File: src/rtl/fetch_pc_ctrl.sv
// PC register and IF/ID pipeline register of the 5-stage MIPS core.
// Redirects for branches and j/jal/jr/jalr keep one delay slot that is never squashed.
module fetch_pc_ctrl #(
  parameter logic [31:0] PC_RESET = 32'h0000_3000,
  parameter logic [31:0] IM_BASE  = 32'h0000_3000,
  parameter int          IM_WORDS = 4096
) (
  input  logic        clk,
  input  logic        reset,
  input  logic        stall,
  input  logic        br_taken,
  input  logic [31:0] rs_val,
  input  logic [31:0] im_rdata,
  output logic [31:0] pc_f,
  output logic [31:0] instr_d,
  output logic [31:0] pc_d,
  output logic [31:0] pc8_d,
  output logic        pc_err
);

  localparam logic [32:0] IM_END = {1'b0, IM_BASE} + (33'(IM_WORDS) * 33'd4);

  localparam logic [5:0] OP_SPECIAL = 6'b000000;
  localparam logic [5:0] OP_REGIMM  = 6'b000001;
  localparam logic [5:0] OP_J       = 6'b000010;
  localparam logic [5:0] OP_JAL     = 6'b000011;
  localparam logic [5:0] OP_BEQ     = 6'b000100;
  localparam logic [5:0] OP_BNE     = 6'b000101;
  localparam logic [5:0] OP_BLEZ    = 6'b000110;
  localparam logic [5:0] OP_BGTZ    = 6'b000111;
  localparam logic [5:0] FN_JR      = 6'b001000;
  localparam logic [5:0] FN_JALR    = 6'b001001;

  logic [5:0]  op;
  logic [5:0]  funct;
  logic [4:0]  rt;
  logic [31:0] pc4_d;
  logic [31:0] br_tgt;
  logic [31:0] j_tgt;
  logic [31:0] npc;
  logic        npc_bad;

  assign op     = instr_d[31:26];
  assign rt     = instr_d[20:16];
  assign funct  = instr_d[5:0];
  assign pc4_d  = pc_d + 32'd4;
  assign br_tgt = pc4_d + {{14{instr_d[15]}}, instr_d[15:0], 2'b00};
  assign j_tgt  = {pc4_d[31:28], instr_d[25:0], 2'b00};
  assign pc8_d  = pc_d + 32'd8;

  // Redirect is decoded purely from the instruction currently held in ID.
  always_comb begin
    npc = pc_f + 32'd4;
    case (op)
      OP_BEQ, OP_BNE, OP_BLEZ, OP_BGTZ: begin
        if (br_taken) npc = br_tgt;
      end
      OP_REGIMM: begin
        if (br_taken && (rt[4:1] == 4'd0)) npc = br_tgt;
      end
      OP_J, OP_JAL: npc = j_tgt;
      OP_SPECIAL: begin
        if ((funct == FN_JR) || (funct == FN_JALR)) npc = rs_val;
      end
      default: npc = pc_f + 32'd4;
    endcase
  end

  assign npc_bad = (npc[1:0] != 2'b00) ||
                   ({1'b0, npc} < {1'b0, IM_BASE}) ||
                   ({1'b0, npc} >= IM_END);

  // stall=1 holds the whole front end (PC and IF/ID) for that cycle; the
  // redirect is recomputed from the held instr_d once stall drops.
  always_ff @(posedge clk) begin
    if (reset) begin
      pc_f    <= PC_RESET;
      instr_d <= 32'd0;
      pc_d    <= PC_RESET;
      pc_err  <= 1'b0;
    end else if (!stall) begin
      pc_f    <= npc;
      instr_d <= im_rdata;
      pc_d    <= pc_f;
      if (npc_bad) pc_err <= 1'b1;
    end
  end

endmodule
File: config.mk
export PLATFORM = sky130hd
export DESIGN_NAME = fetch_pc_ctrl
export DESIGN_NICKNAME = d
export VERILOG_FILES = /design/src/rtl/fetch_pc_ctrl.sv
export SDC_FILE = /design/constraint.sdc
export NUM_CORES = 1
export LEC_CHECK = 0
export ABC_AREA = 1
export CAP_MARGIN = 10
export CORE_MARGIN = 10
export CORE_UTILIZATION = 28
export CTS_CLUSTER_SIZE = 14
export DETAILED_ROUTE_END_ITERATION = 6
export GPL_ROUTABILITY_DRIVEN = 0
export PLACE_DENSITY_LB_ADDON = 0.25
export SYNTH_ARGS = -nofsm -noshare
export SYNTH_HDL_FRONTEND = slang
export SYNTH_SLANG_ARGS = --single-unit
File: constraint.sdc
create_clock -name clk -period 3.8 [get_ports clk]
set_input_delay 1.14 -clock clk [delete_from_list [all_inputs] [get_ports clk]]
set_output_delay 1.14 -clock clk [all_outputs]
set_load 0.02 [all_outputs]
# Word-level counts from Yosys, hierarchy flattened
# Index checks and enable logic that the tools add are counted.
# Widths: inputs -> output; s select.
# word_totals
regBits	97
input_bits	68
output_inout_bits	129
wordCells	34
# classes
add_sub_neg	4
magnitude_cmp	2
n_eq_ne	9
muxes	4
bitwise_logic	1
n_reduce_logical	10
# ops
operator	count
$pmux 32 s4	1
$mux 32	3
$add 32x3->32 const B	2
$add 32x32->32	1
$add 32x4->32 const B	1
$ge 32x15->1 const B	1
$lt 32x14->1 const B	1
$eq 6x3->1 const B	4
$eq 6x2->1 const B	2
$eq 6x4->1 const B	2
$eq 6x1->1 const B	1
$logic_not 6->1	1
$logic_not 4->1	1
$reduce_or 4->1	1
$logic_or 1x1->1	3
$reduce_and 2->1	1
$reduce_bool 2->1	1
$reduce_or 2->1	1
$logic_and 1x1->1	1
$not 1->1	1

# Longest topological paths before layout
# depth
word_depth	8
mapped_depth	30
depth_no_buf	30

# Worst setup path after synthesis
# Ideal clock, no wire load.
# synth_path
kind	flip-flop to flip-flop
start	register pc_d[4]
end	register pc_err
setup_ns	0.131
arrival_time_ns	3.545
t_required_ns	3.669
slack_ns	0.124
stages_incl_launch_ff	28
path_buffers	0
synth_period_minus_slack_ns	3.676
path_cell_list	dfxtp_1 > ha_1 > inv_1 > nor2_4 > inv_1 > nor2_1 > inv_1 > nor2_1 > inv_1 > nor2_1 > xor2_1 > mux2i_1 > inv_1 > ha_1 > nand2_1 > inv_1 > nand2_1 > inv_1 > a21oi_1 > inv_1 > a21oi_1 > nand3b_1 > nand3_1 > nand3b_1 > nor2_1 > nand3_1 > nand2_1 > a21oi_2
# synth_via
elab_chain_len	8
elab_cells_between_ends	10
cone_classes	2 x add/sub; 2 x order compare; 3 x mux; 3 x reduce/logical
# synth_rtl
item	line_no	text
start, declared	16	output logic [31:0] pc_d,
start signal, assigned	84	pc_d <= pc_f;
$add 32x3->32 (*)	46	assign pc4_d = pc_d + 32'd4;
$add 32x32->32	47	assign br_tgt = pc4_d + {{14{instr_d[15]}}, instr_d[15:0], 2'b00};
$mux 32 (on tied branches)	59, 56	
$pmux 32 s4 (*)	54	case (op)
$lt 32x14->1	70	({1'b0, npc} < {1'b0, IM_BASE}) ||
$logic_or 1x1->1	69	assign npc_bad = (npc[1:0] != 2'b00) ||
$logic_or 1x1->1 (*)	70	
$reduce_and 2->1 (no source line) (*)	--	
end signal, assigned	80	pc_err <= 1'b0;
end signal, assigned	85	if (npc_bad) pc_err <= 1'b1;
end, declared	18	output logic pc_err
# Every way passes the cells marked *; elsewhere a longest branch is shown, timed or not.
# A chain may end at the register's enable or synchronous reset.

# Worst setup path after layout
# layout_path
start	register pc_d[2]
end	register pc_err
# Same word-level chain as after synthesis.

==> summary by stage <==
Floorplanning
The width of the die is 197 um. The full die area is 38600 um2. The die height is 197 um. The initial utilization of the core area, before any placement, comes to 28.5%. The placeable core region is 30700 um2. The number of top-level pins is 197.

The number of rows in the core area is 64.

Global route
The first global-routing pass estimated 61.3 mm of wire. Global routing used 20.4% of the available tracks. The number of antenna violations at the first check in global routing came to 1.

Global routing finished with a remaining overflow of 0. The number of global-route vias before repair is 10300. Entering global routing, the biggest net connects 101 pins.

Route
For this block, the via count after detailed routing is 10600. The final routed DRC violation total is 0. The detailed router finished its first iteration with 894 violations. Dividing the detail-routed wire length by the instance count gives 19.3 um. The final wirelength is 40.7 mm.

The count of TritonRoute iterations in the first routing pass is 6. The detail route stage leaves a number of antenna-violating nets equal to 0. Dividing the detail-routed via count by the number of cells gives 5.03.

Setup path
The family with the most delay on the worst path is simple AND/OR/NAND/NOR gates. The data arrival time at the worst-slack endpoint is 3.91 ns. STA puts the critical path data required time at 4.06 ns.

The critical path startpoint category is a register. In this run the worst path has a maximum fanout of 11. The combined buffer and inverter count along the critical path is 3. The kind of critical path is reg -> reg. The signal on the critical path passes through buf_4 > clkinv_1 > ha_1 > fa_1 > nand2_1 > inv_1 > nand2_1 > nand2_1 > nand2_1 > nand3_1 > nand2_1 > nand2_1 > nand2_1 > nand3_1 > nand3_1 > nand2_1 > nand2_1 > nand2_1 > nor2_1 > nand3_1 > nand2_1 > a21oi_2. The cell with the largest stage delay on the worst path is fa_1. The reg-to-reg setup timing slack is 0.15 ns.

By instance count, the cell type seen most on the critical path is nand2_1. The critical path startpoint is pc_d[2]. For the worst flop-to-flop path, the logic depth is 22. The endpoint identified for the worst register-to-register timing path is pc_err. STA classifies the critical path endpoint as a register. Counting buffers and inverters, the worst setup path is 22 cells deep.

The maximum cell stage delay along the critical path is 0.50 ns. In this run the critical register-to-register path is launched from pc_d[2].

CTS
The H-tree was split into 3 levels. The number of buffers inserted by hold repair at cts is 0. Counting every sink on the clock net gives 97. After clock tree synthesis, the clock-pin slew on the worst setup and hold paths is 0.09 ns.

The number of clock buffers added by TritonCTS is 9. The TritonCTS clock tree is built. The clock reaches the later pin of the worst-skew pair after 0.38 ns. The root cell of the clock tree is clkbuf_16. In this run the deepest clock path goes through 2 buffers.

Synthesis
Of all flip-flops after synthesis, the portion carrying an async set or reset was 0%. Measured against the total synthesized area, the mux share comes to 0.344%. During synthesis, Yosys emitted a total of 0 warnings. Summing the sequential cell areas from Yosys gives 22.2% of the chip area. The fraction of the mapped netlist area in compound gates is 15.2%. The cell count after synthesis came out at 1485. By area, the combinational part of the netlist is dominated by simple AND/OR/NAND/NOR gates. The count of flip-flops with a built-in enable after synthesis is 0. The post-synthesis share of cell area spent on full adders, half adders and majority gates is 5.10%. The synthesized netlist devotes 40.4% of its cell area to simple gates. The distinct cell type count after synthesis is 52. The synthesized area divided by synthesized cell count is 5.88 um2. Counting flops and latches in the post-synthesis netlist gives 97. Among all flip-flop cells after synthesis, the most frequent one is dfxtp_1. Of the total synthesized cell area, the portion taken by XOR and XNOR cells is 5.42%. The net count of the mapped netlist is 1588. The cell area after synthesis is 8730 um2.

Finish
The total inserted antenna cells is 0. The area growth from synthesis to layout is 36.4%. In the layout the commonest cells are nand2_1, inv_1, clkdlybuf4s50_1. For this run, the number of standard cells in the final layout without fillers is 2112. The fraction of final layout cells sized beyond drive strength 1 is 9.09%.

The utilization of the core after routing is 38.8%. The number of nets in the layout is 1814. The number of fill cells is 3306. Leaving out fill and tap cells, the most frequent cell in the layout is nand2_1.

The cell area after layout is 11900 um2.

STA
The count of pins over their slew limit came to 0. The routed design could run at a clock period as short as 3.65 ns. The final-report hold violation count was 0. Setup violations remaining at the end of the flow were counted as 0. Setup repair after global routing could not meet its margin everywhere. For this run, the top clock speed supported by timing is 274 MHz.

The relative max-transition margin is 50.0%. The transition time at the pin with the least slew margin is 0.749 ns. The slack of the critical path is 0.150 ns.

In the finished design, the share of the clock period the worst path needs comes to 96.1%. For the final database, setup skew stands at 0.0123 ns.

Placed design
In this run the tool buffered the top-level ports with 196 buffer cells. The worst-case setup slack after placement is 0.0277 ns. In this run the cell area measured after placement is 11500 um2. The count of placed standard cells including taps is 2096. The detailed-placement wirelength estimate is 33.6 mm.

Worst hold path
The hold-critical path depth is 2. The type of the tightest min-delay check is reg -> reg. The worst hold path begins at instr_d[21].

The capture endpoint of the worst hold path is instr_d[21].

Power and ir drop
IR analysis of the VDD net gives a maximum drop of 0.000209 V. The leakage power figure is 5.49 nW. The total chip power is 3.41 mW.

Dividing total power by cell area gives a power density of 286 nW/um2.

Status
The run finished with clean final reports.

Run
Max-cap violations in this run came to 0.
## worst reg2reg max path: cells and delay by family, from the launching register on
family | cells | cell delay [ns]
DFF | 1 | 0.34
and+or+nand+nor | 16 | 1.58
adders and majority gates | 2 | 0.88
buffers and inverters | 3 | 0.68
AOI/OAI and AO/OA | 1 | 0.05
## metal layers
| metal | track usage, % | vias up | share of wire, % |
|---|---|---|---|
| met4 | 8.34 | 0 | 3.8 |
| li1 | - | 5244 | - |
| met2 | 34.1 | 443 | 46 |
| met3 | 4.26 | 87 | 8.3 |
| met5 | 0 | - | 0 |
| met1 | 25.0 | 4857 | 42 |
## per-stage QoR
stage	hold WS [ns]	TNS, ns
final	0.495	0
after global routing	0.518	-0.198
after CTS	0.498	0
after detailed placement	0.484	0
after global placement	0.464	0
after floorplan	0.538	0
## power breakdown
part,leakage (nW),internal (mW),switching (mW)
Combinational,4.54,0.480,0.723
Sequential,0.805,1.09,0.120
Clock,0.149,0.472,0.523
Total,5.49,2.04,1.37
## synth_stat cells (2+ instances only)
cell type	instances	area share, %
or2_2	4	0.29
o211ai_1	10	0.86
buf_1	3	0.13
and2_1	2	0.14
nand3b_1	11	0.95
a31oi_1	4	0.29
nor2_1	175	7.5
xnor2_1	13	1.3
a221oi_1	2	0.20
mux2i_1	3	0.34
nor2_4	12	1.5
and3_1	3	0.22
a22o_1	8	0.80
a21o_1	4	0.34
ha_1	34	4.9
a211oi_1	3	0.26
inv_2	2	0.086
nand3_2	3	0.34
clkbuf_1	29	1.2
buf_2	8	0.46
o21ai_0	105	6.0
nand3_1	100	5.7
xor2_1	41	4.1
buf_4	6	0.52
nand4_1	30	2.2
nand2_2	9	0.65
nor3_1	19	1.1
dfxtp_1	97	22
nor4_1	4	0.29
nand2_1	417	18
a21oi_1	87	5.0
a41oi_1	6	0.60
nor2_2	10	0.72
clkinv_1	2	0.086
inv_1	202	8.7
## final cells by class
class | count | area (um2) | area share, %
Clock buffer | 9 | 225 | 1.89
Tap cell | 396 | 495 | 4.16
Timing Repair Buffer | 262 | 2490 | 20.9
Sequential cell | 97 | 1940 | 16.3
Inverter | 206 | 773 | 6.49
Multi-Input combinational cell | 1135 | 5900 | 49.5
Clock inverter | 7 | 76.3 | 0.641
## what timing repair did
action	CTS	global route
resized for setup	9	29
setup endpoints to repair	11	17
buffers inserted	0	0
## how the worst max path moves through the flow
stage / to
2_1_floorplan: pc_err
3_3_place_gp: pc_err
3_5_place_dp: pc_err
4_1_cts: pc8_d[24]
5_1_grt: pc_err
6_report: pc_err
## cells by family (layout without fill, tap and decap cells)
family	Yosys count	in the layout
AOI/OAI and AO/OA	237	237
xor gates and xnor gates	54	54
adders and majority gates	35	35
buffers and inverters	253	484
DFF	97	97
muxes	3	3
and+or+nand+nor	806	806
## registers in the layout, indices dropped and copies added (netlist names)
name,cells
pc_d,32
pc_err,1
instr_d,32
pc_f,32
Note: power is estimated with default switching activity, not from simulation.
